<file path="src/rtl/fw_ram_writer_gmax.sv">
`default_nettype none
// ============================================================================
//  Module   : fw_ram_writer_gmax
//  Purpose  : Streams decimated-spectrum magnitudes (unsigned Q64.16) into the
//             shared fw_real RAM at bins 0..NBINS-1. While it writes, it tracks
//             the in-range global maximum (gmax) and its bin (gmax_bin), then
//             pulses donefw for the downstream NLP post-processor.
//  Options  : FW_READBACK_EN - after the frame, read back the RAM word at
//             gmax_bin and flag rb_err if it differs from gmax.
//  Revision : 1.0 - initial release
// ============================================================================
module fw_ram_writer_gmax #(
  parameter int N1      = 80,
  parameter int NBINS   = 256,
  parameter int MIN_BIN = 16,
  parameter int MAX_BIN = 128
) (
  input  logic          clk,
  input  logic          rst,
  input  logic          startfw,
  input  logic          in_valid,
  input  logic [N1-1:0] in_fw,
  input  logic [N1-1:0] q_fw_real,
  output logic [9:0]    addr_fw_real,
  output logic [N1-1:0] d_fw_real,
  output logic          wren_fw_real,
  output logic [N1-1:0] gmax,
  output logic [9:0]    gmax_bin,
  output logic          busy,
  output logic          donefw,
  output logic          rb_err
);

  // Bin-index constants, sized to the 10-bit counter.
  localparam logic [9:0] C_LAST_BIN = 10'(NBINS - 1);
  localparam logic [9:0] C_MIN_BIN  = 10'(MIN_BIN);
  localparam logic [9:0] C_MAX_BIN  = 10'(MAX_BIN);

  // Frame sequencer states.
  localparam logic [2:0] C_ST_IDLE     = 3'd0;
  localparam logic [2:0] C_ST_WRITE    = 3'd1;
  localparam logic [2:0] C_ST_FINISH   = 3'd2;
  localparam logic [2:0] C_ST_DONE     = 3'd3;
`ifdef FW_READBACK_EN
  localparam logic [2:0] C_ST_RB_ADDR  = 3'd4;
  localparam logic [2:0] C_ST_RB_WAIT1 = 3'd5;
  localparam logic [2:0] C_ST_RB_WAIT2 = 3'd6;
  localparam logic [2:0] C_ST_RB_CHECK = 3'd7;
`endif

  logic [2:0]    state_q,    state_d;
  logic [9:0]    cnt_q,      cnt_d;
  logic [9:0]    addr_q,     addr_d;
  logic [N1-1:0] wdata_q,    wdata_d;
  logic          wren_q,     wren_d;
  logic [N1-1:0] gmax_q,     gmax_d;
  logic [9:0]    gmax_bin_q, gmax_bin_d;
  logic          busy_q,     busy_d;
  logic          donefw_q,   donefw_d;
`ifdef FW_READBACK_EN
  logic          rb_err_q,   rb_err_d;
`endif

  logic w_in_range;

  assign w_in_range = (cnt_q >= C_MIN_BIN) && (cnt_q <= C_MAX_BIN);

  // Next-state, RAM-port and max-tracking logic.
  always_comb begin
    state_d    = state_q;
    cnt_d      = cnt_q;
    addr_d     = addr_q;
    wdata_d    = wdata_q;
    wren_d     = 1'b0;
    gmax_d     = gmax_q;
    gmax_bin_d = gmax_bin_q;
    busy_d     = busy_q;
    donefw_d   = 1'b0;
`ifdef FW_READBACK_EN
    rb_err_d   = rb_err_q;
`endif

    case (state_q)
      C_ST_IDLE: begin
        if (startfw) begin
          state_d    = C_ST_WRITE;
          cnt_d      = 10'd0;
          gmax_d     = '0;
          gmax_bin_d = C_MIN_BIN;
          busy_d     = 1'b1;
`ifdef FW_READBACK_EN
          rb_err_d   = 1'b0;
`endif
        end
      end

      C_ST_WRITE: begin
        if (in_valid) begin
          addr_d  = cnt_q;
          wdata_d = in_fw;
          wren_d  = 1'b1;
          // Strict compare keeps the lowest bin on ties.
          if (w_in_range && (in_fw > gmax_q)) begin
            gmax_d     = in_fw;
            gmax_bin_d = cnt_q;
          end
          cnt_d = cnt_q + 10'd1;
          if (cnt_q == C_LAST_BIN) begin
            state_d = C_ST_FINISH;
          end
        end
      end

      C_ST_FINISH: begin
`ifdef FW_READBACK_EN
        // Present gmax_bin and hold it through the RAM read latency.
        addr_d  = gmax_bin_q;
        state_d = C_ST_RB_ADDR;
`else
        state_d = C_ST_DONE;
`endif
      end

`ifdef FW_READBACK_EN
      C_ST_RB_ADDR:  state_d = C_ST_RB_WAIT1;
      C_ST_RB_WAIT1: state_d = C_ST_RB_WAIT2;
      C_ST_RB_WAIT2: state_d = C_ST_RB_CHECK;
      C_ST_RB_CHECK: begin
        rb_err_d = (q_fw_real != gmax_q);
        state_d  = C_ST_DONE;
      end
`endif

      C_ST_DONE: begin
        donefw_d = 1'b1;
        busy_d   = 1'b0;
        state_d  = C_ST_IDLE;
      end

      default: state_d = C_ST_IDLE;
    endcase
  end

  // State and output registers with synchronous reset.
  always_ff @(posedge clk) begin
    if (rst) begin
      state_q    <= C_ST_IDLE;
      cnt_q      <= '0;
      addr_q     <= '0;
      wdata_q    <= '0;
      wren_q     <= 1'b0;
      gmax_q     <= '0;
      gmax_bin_q <= '0;
      busy_q     <= 1'b0;
      donefw_q   <= 1'b0;
`ifdef FW_READBACK_EN
      rb_err_q   <= 1'b0;
`endif
    end else begin
      state_q    <= state_d;
      cnt_q      <= cnt_d;
      addr_q     <= addr_d;
      wdata_q    <= wdata_d;
      wren_q     <= wren_d;
      gmax_q     <= gmax_d;
      gmax_bin_q <= gmax_bin_d;
      busy_q     <= busy_d;
      donefw_q   <= donefw_d;
`ifdef FW_READBACK_EN
      rb_err_q   <= rb_err_d;
`endif
    end
  end

  assign addr_fw_real = addr_q;
  assign d_fw_real    = wdata_q;
  assign wren_fw_real = wren_q;
  assign gmax         = gmax_q;
  assign gmax_bin     = gmax_bin_q;
  assign busy         = busy_q;
  assign donefw       = donefw_q;

`ifdef FW_READBACK_EN
  assign rb_err = rb_err_q;
`else
  // Read data is only consumed by the readback check.
  logic w_unused_q_fw_real;
  assign w_unused_q_fw_real = ^q_fw_real;
  assign rb_err             = 1'b0;
`endif

endmodule
`default_nettype wire

</file>
<file path="config.mk">
export PLATFORM = sky130hd
export DESIGN_NAME = fw_ram_writer_gmax
export DESIGN_NICKNAME = d
export VERILOG_FILES = /design/src/rtl/fw_ram_writer_gmax.sv
export SDC_FILE = /design/constraint.sdc
export NUM_CORES = 1
export LEC_CHECK = 0
export ABC_AREA = 1
export CELL_PAD_IN_SITES_DETAIL_PLACEMENT = 0
export CELL_PAD_IN_SITES_GLOBAL_PLACEMENT = 2
export CORE_ASPECT_RATIO = 0.75
export CORE_MARGIN = 4
export CORE_UTILIZATION = 21
export CTS_CLUSTER_DIAMETER = 50
export DETAILED_ROUTE_END_ITERATION = 10
export GPL_TIMING_DRIVEN = 0
export PLACE_DENSITY_LB_ADDON = 0.1
export SETUP_SLACK_MARGIN = 0.05
export SLEW_MARGIN = 15
export SYNTH_ARGS = -nofsm -noshare
export SYNTH_HDL_FRONTEND = slang
export SYNTH_SLANG_ARGS = --single-unit
</file>
<file path="constraint.sdc">
create_clock -name clk -period 2.25 [get_ports clk]
set_clock_uncertainty 0.05 [all_clocks]
set_input_delay 0.45 -clock clk [delete_from_list [all_inputs] [get_ports clk]]
set_output_delay 0.45 -clock clk [all_outputs]
set_load 0.005 [all_outputs]
</file>
---- Yosys cells after proc, flatten, opt, wreduce, memory -nomap -nowiden ----
Index checks and enable logic that the tools add are counted.
word-level totals
  bits in registers ....................... 196
  bits in latches ......................... 0
  memory bits (writable) .................. 0
  memory bits (read-only) ................. 0
  input bits .............................. 164
  output and inout port bits .............. 184
  word-level logic and storage cells ...... 52
  memories ................................ 0
cells by class
  add/subtract/negate cells ............... 1
  multipliers ............................. 0
  divide/modulo/power cells ............... 0
  magnitude comparators ................... 3
  eq/ne operators ......................... 8
  shift-type cells ........................ 0
  muxes and demuxes ....................... 19
  bitwise gates (word level) .............. 1
  reductions and logical operators ........ 11
operators by type and width
  kind                   number
  $mux 80                3
  $pmux 80 s2            1
  $gt 80x80->1           1
  $mux 10                5
  $pmux 10 s2            2
  $add 10x1->10 const B  1
  $eq 10x8->1 const B    1
  $ge 10x5->1 const B    1
  $le 10x8->1 const B    1
  $mux 3                 3
  $pmux 3 s3             1
  $ne 2x2->1 const B     4
  $eq 3x2->1 const B     2
  $reduce_and 3->1       2
  $reduce_and 2->1       2
  $reduce_and 4->1       1
  $reduce_bool 2->1      2
  $eq 3x1->1 const B     1
  $logic_not 3->1        1
  $mux 1                 3
  $logic_and 1x1->1      2
  $pmux 1 s2             1
  $reduce_or 2->1        1
  $not 1->1              1

---- Logic depth before layout (Yosys ltp) ----
  depth after elaboration ................. 6
  gate-level depth with buffers ........... 21
  depth with buffers taken out ............ 20

---- Least setup slack after synthesis ----
Ideal clock, no wire load.
  kind .................................... input-to-reg
  start ................................... in in_fw[71]
  end ..................................... reg gmax_q[40], in the netlist gmax[40]
  library setup time ...................... 132 ps
  data arrival time ....................... 2,002 ps
  data required time ...................... 2,068 ps
  setup slack ............................. 66 ps
  stages .................................. 16
  buffers on the path ..................... 2
  cell sequence ........................... ha_1 nand2_1 nor2_1 nand4_1 nor2_1 nand3_1 nor2_1 nor2_1 nand2_1 nand2_1 nand2_4 nand2_4 buf_6 buf_6 nand2_1 a21oi_1
on the way
  longest elaborated chain between the ends .. 4
RTL lines
  item                        RTL line  RTL
  from (decl)                 22        input logic [N1-1:0] in_fw,
  $gt 80x80->1                103       if (w_in_range && (in_fw > gmax_q)) begin
  $logic_and 1x1->1           103
  $ne 2x2->1 (no line)        -
  $reduce_and 4->1 (no line)  -
  to (signal assigned)        165       gmax_q <= gmax_d;
  to (decl)                   56        logic [N1-1:0] gmax_q, gmax_d;
No other way between the ends.
A chain may end at the register's enable or synchronous reset.

---- Final worst setup path ----
  start ................................... in in_fw[78]
  end ..................................... reg gmax_q[63], in the netlist gmax[63]
The elaborated chain is that of the path after synthesis.

==> results.md <==
- Compound-cell area share of the yosys netlist: 0.09064
- Number of vias per cell after detailed routing: 4.300
- Share of cell area taken by muxes after synthesis: 0
- Root cell of the clock tree: clkbuf_16
- Via count of the first global-routing pass: 8996
- Die Span Y: 190.4 µm
- CTS Buf Count: 17
- Starting DRC count in detailed routing: 350
- Post-synthesis instance area: 9318 µm²
- Cell area after layout: 15440 µm²
- Largest family of logic cells by synthesized area: simple AND/OR/NAND/NOR gates
- Clock tree from TritonCTS: yes
- Overall power consumption: 15.15 mW
- Sequential cell area fraction in the yosys report: 0.4190
- Wire length of the first global-routing pass: 57200 µm
- Flip-flop and latch count after synthesis: 195
- Post-synthesis simple-gate area fraction: 0.2859
- Buffer and inverter count on the worst path: 3
- Port-buffer cells: 265
- Layout cells sized above 1: 0.2555
- Number of cells in the design after placement: 2115
- Hold bufs inserted after CTS: 0
- Critical Path, Cell by Cell: dlygate4sd2_1, ha_4, nand2_4, nor2_4, nand2_2, nor2_4, nand4_1, nor2_2, a21oi_2, nand2_2, nand2_4, nand2_8, buf_12, clkbuf_16, nand2_4, a21oi_2
- All-Layer GR Usage: 0.1574
- Outcome: finished with violations
- HPWL reported at the end of detailed placement: 28450 µm
- Slowest stage delay, CP: 0.37 ns
- Final number of max-transition violations: 0
- Maximum number of pins on one net before global-route repair: 17
- Smallest setup slack after layout: -0.3309 ns
- ANT nets after route: 0
- Number of warnings reported in the yosys synthesis log: 0
- Wire length after detailed routing: 39610 µm
- Cell type with the highest occurrence count on the critical path: nand2_4
- Post-synth cell types: 30
- Width of the die: 251.2 µm
- Number of enable-type register cells in the synthesized netlist: 0
- Placement Cell Area: 12710 µm²
- Average wire per cell in the routed design: 17.88 µm
- Gp weighted congestion: 0.7563
- Setup TNS after final layout: -25.00 ns
- Post-Syn Instances: 1271
- Critical Path RT: 2.58 ns
- Cell with the largest stage delay on the worst path: dlygate4sd2_1
- Commonest register cell after synthesis: dfxtp_1
- Area share of xor/xnor cells in the synthesized design: 0.001880
- Count of vias placed by the detailed router: 9524
- Min cycle time layout: 2.581 ns
- Delay-heaviest family, CP: simple AND/OR/NAND/NOR gates
- Worst supply voltage drop on vdd: 0.5837 mV
- Nets: 1873
- Worst-Skew Late Latency: 0.46 ns
- FFs w/ async S/R, synth: 0
- Num ports: 348
- Layout overhead on the synthesized area: 65.75%
- Unrepaired setup endpoints after global routing: yes
- Share of the clock period used by the worst path: 1.147
- DRT Pass-1 Iters: 6
- Kind of critical path: in -> reg
- Maximum frequency from static timing analysis: 387.5 MHz
- Worst-case reg-to-reg path depth: 16
- DRC errors left: 0
- Worst Path Max Fanout: 6
- Number of max-cap violations: 0
- Deepest clock path buffer count: 2
- Maximum level of the CTS H-tree: 4
- Power Dens Cells: 980.7 nW/µm²
- Final core utilization: 0.3542
- Violations in the final reports: negative setup slack
- Pin slew with the least headroom to its limit: 0.8187 ns
- Clock slew at the register clock pins of the worst setup and hold paths: 0.07 ns
- Starting density of the core: 0.2137
- Final global-route overflow total: 0
- Final std cells w/o fill: 2215
- Standard-cell rows: 66
- Hold-critical path depth: 3
- Nature of the critical path startpoint: input pin
- Avg Cell Area, Syn: 7.331 µm²
- Data arrival, critical path: 2.91 ns
- Clk sinks: 195
- Worst min-delay path class: in -> reg
- Endpoints failing setup: 90
- Reported leakage power: 6.175 nW
- Worst rel slew slack: 0.4542
- Floorplan die area: 47840 µm²
- Area of the core: 43600 µm²
- Hold violation total from the final report: 0
- Post-synthesis share of cell area spent on full adders, half adders and majority gates: 0.1155
- Number of antenna violations at the first check in global routing: 2
- CP Capture Type: register
- Synth Net Count: 1521
- Stages on the worst setup path: 16
## path summary, 6_finish.rpt
| check | startpoint | slack (ns) | endpoint |
|---|---|---|---|
| hold reg to reg | gmax_bin[9] | 0.39 | gmax_bin[9] |
| hold / removal | in_fw[26] | 0.23 | d_fw_real[26] |
| setup reg to reg | gmax[74] | -0.31 | gmax[63] |
| setup / recovery | in_fw[78] | -0.33 | gmax[63] |
## power breakdown
| group | total [mW] | switching (mW) | leakage (nW) | internal [mW] |
|---|---|---|---|---|
| Sequential | 4.27 | 0.323 | 1.61 | 3.95 |
| Clock | 3.00 | 1.45 | 0.261 | 1.55 |
| Combinational | 7.87 | 4.17 | 4.30 | 3.71 |
| Total | 15.1 | 5.94 | 6.17 | 9.21 |
## registers in the layout (all words and copies together), names as in the netlist
register / flops
wren_fw_real: 1
busy: 1
addr_fw_real: 10
cnt_q: 10
state_q: 2
donefw: 1
gmax_bin: 10
d_fw_real: 80
gmax: 80
## cells by family (layout without fill, tap and decap cells)
logic type | count (synthesis) | count (layout)
compound gates | 162 | 162
other cells | 1 | 2
flops | 195 | 195
simple gates | 632 | 632
buf+inv | 193 | 558
fa+ha+maj | 86 | 86
xor+xnor | 2 | 2
## layer usage
layer,GRT usage,wire length [µm]
met1,0.2248,19640
met2,0.2437,17850
met3,0.03668,1804
met4,0.03156,293
met5,0,13
## layout make-up
cell class	instances	area, µm²
Antenna cell	1	2.502
Buffer	67	511.7
Clock buffer	23	457.9
Clock inverter	9	82.58
Fill cell	4649	28160
Inverter	126	483.0
Multi-Input combinational cell	883	5868
Sequential cell	195	3985
Tap cell	578	723.2
Timing Repair Buffer	333	3329
## worst min-delay path, stage by stage
cell and delay (ns):
dlymetal6s2s_1 0.14, nand2_1 0.07, nand2_1 0.05
## timing repair
item,4_1_cts,5_1_grt
gates resized for setup,248,234
endpoints found under the setup margin,179,158
buffers inserted,42,17
cloned,2,6
pin swaps,52,60
## cell usage after synthesis (2+ instances only)
cell / n / area (µm²)
ha_1: 86 / 1076
a21oi_1: 128 / 640.6
a211oi_1: 2 / 15.01
nand3_1: 178 / 890.9
nor4_1: 2 / 12.51
o21ai_1: 2 / 10.01
nor3_1: 7 / 35.03
nor2_1: 65 / 244.0
inv_2: 4 / 15.01
buf_6: 9 / 101.4
buf_2: 10 / 50.05
xor2_1: 2 / 17.52
inv_1: 122 / 457.9
o21a_1: 3 / 22.52
a21o_1: 6 / 45.04
buf_1: 9 / 33.78
nand4_1: 7 / 43.79
dfxtp_1: 195 / 3904
nor3b_1: 2 / 15.01
nand2_4: 2 / 22.52
clkbuf_1: 38 / 142.6
nand2_1: 366 / 1374
o21ai_0: 19 / 95.09
## layout by cell type (no fill, tap or decap), drive strengths merged
| cell type | netlist | layout |
|---|---|---|
| nand3 | 178 | 178 |
| xor2 | 2 | 2 |
| clkinvlp | 0 | 2 |
| nand2 | 368 | 368 |
| o2111ai | 1 | 1 |
| buf | 29 | 91 |
| clkdlybuf4s50 | 0 | 204 |
| o21a | 3 | 3 |
| nor3b | 2 | 2 |
| nand4 | 7 | 7 |
| o21ai | 21 | 21 |
| bufinv | 0 | 1 |
| a21o | 6 | 6 |
| nor3 | 7 | 7 |
| inv | 126 | 126 |
| dfxtp | 195 | 195 |
| a21oi | 128 | 128 |
| or2 | 1 | 1 |
| dlygate4sd2 | 0 | 52 |
| a211oi | 2 | 2 |
| nor2 | 65 | 65 |
| a21boi | 1 | 1 |
| nor4 | 3 | 3 |
| ha | 86 | 86 |
| nand3b | 1 | 1 |
| clkinv | 0 | 6 |
| diode | 0 | 1 |
| clkbuf | 38 | 67 |
| conb | 1 | 1 |
| dlymetal6s2s | 0 | 9 |
## per-stage QoR
step           setup WS (ns)  hold WS (ns)
6_report             -0.3309        0.2309
4_1_cts              -0.3123        0.2944
2_1_floorplan        0.06559        0.3844
3_3_place_gp          -1.476        0.3806
5_1_grt              -0.4521        0.2206
3_5_place_dp          -1.507        0.3811
Power figures use the tool's default switching activity.
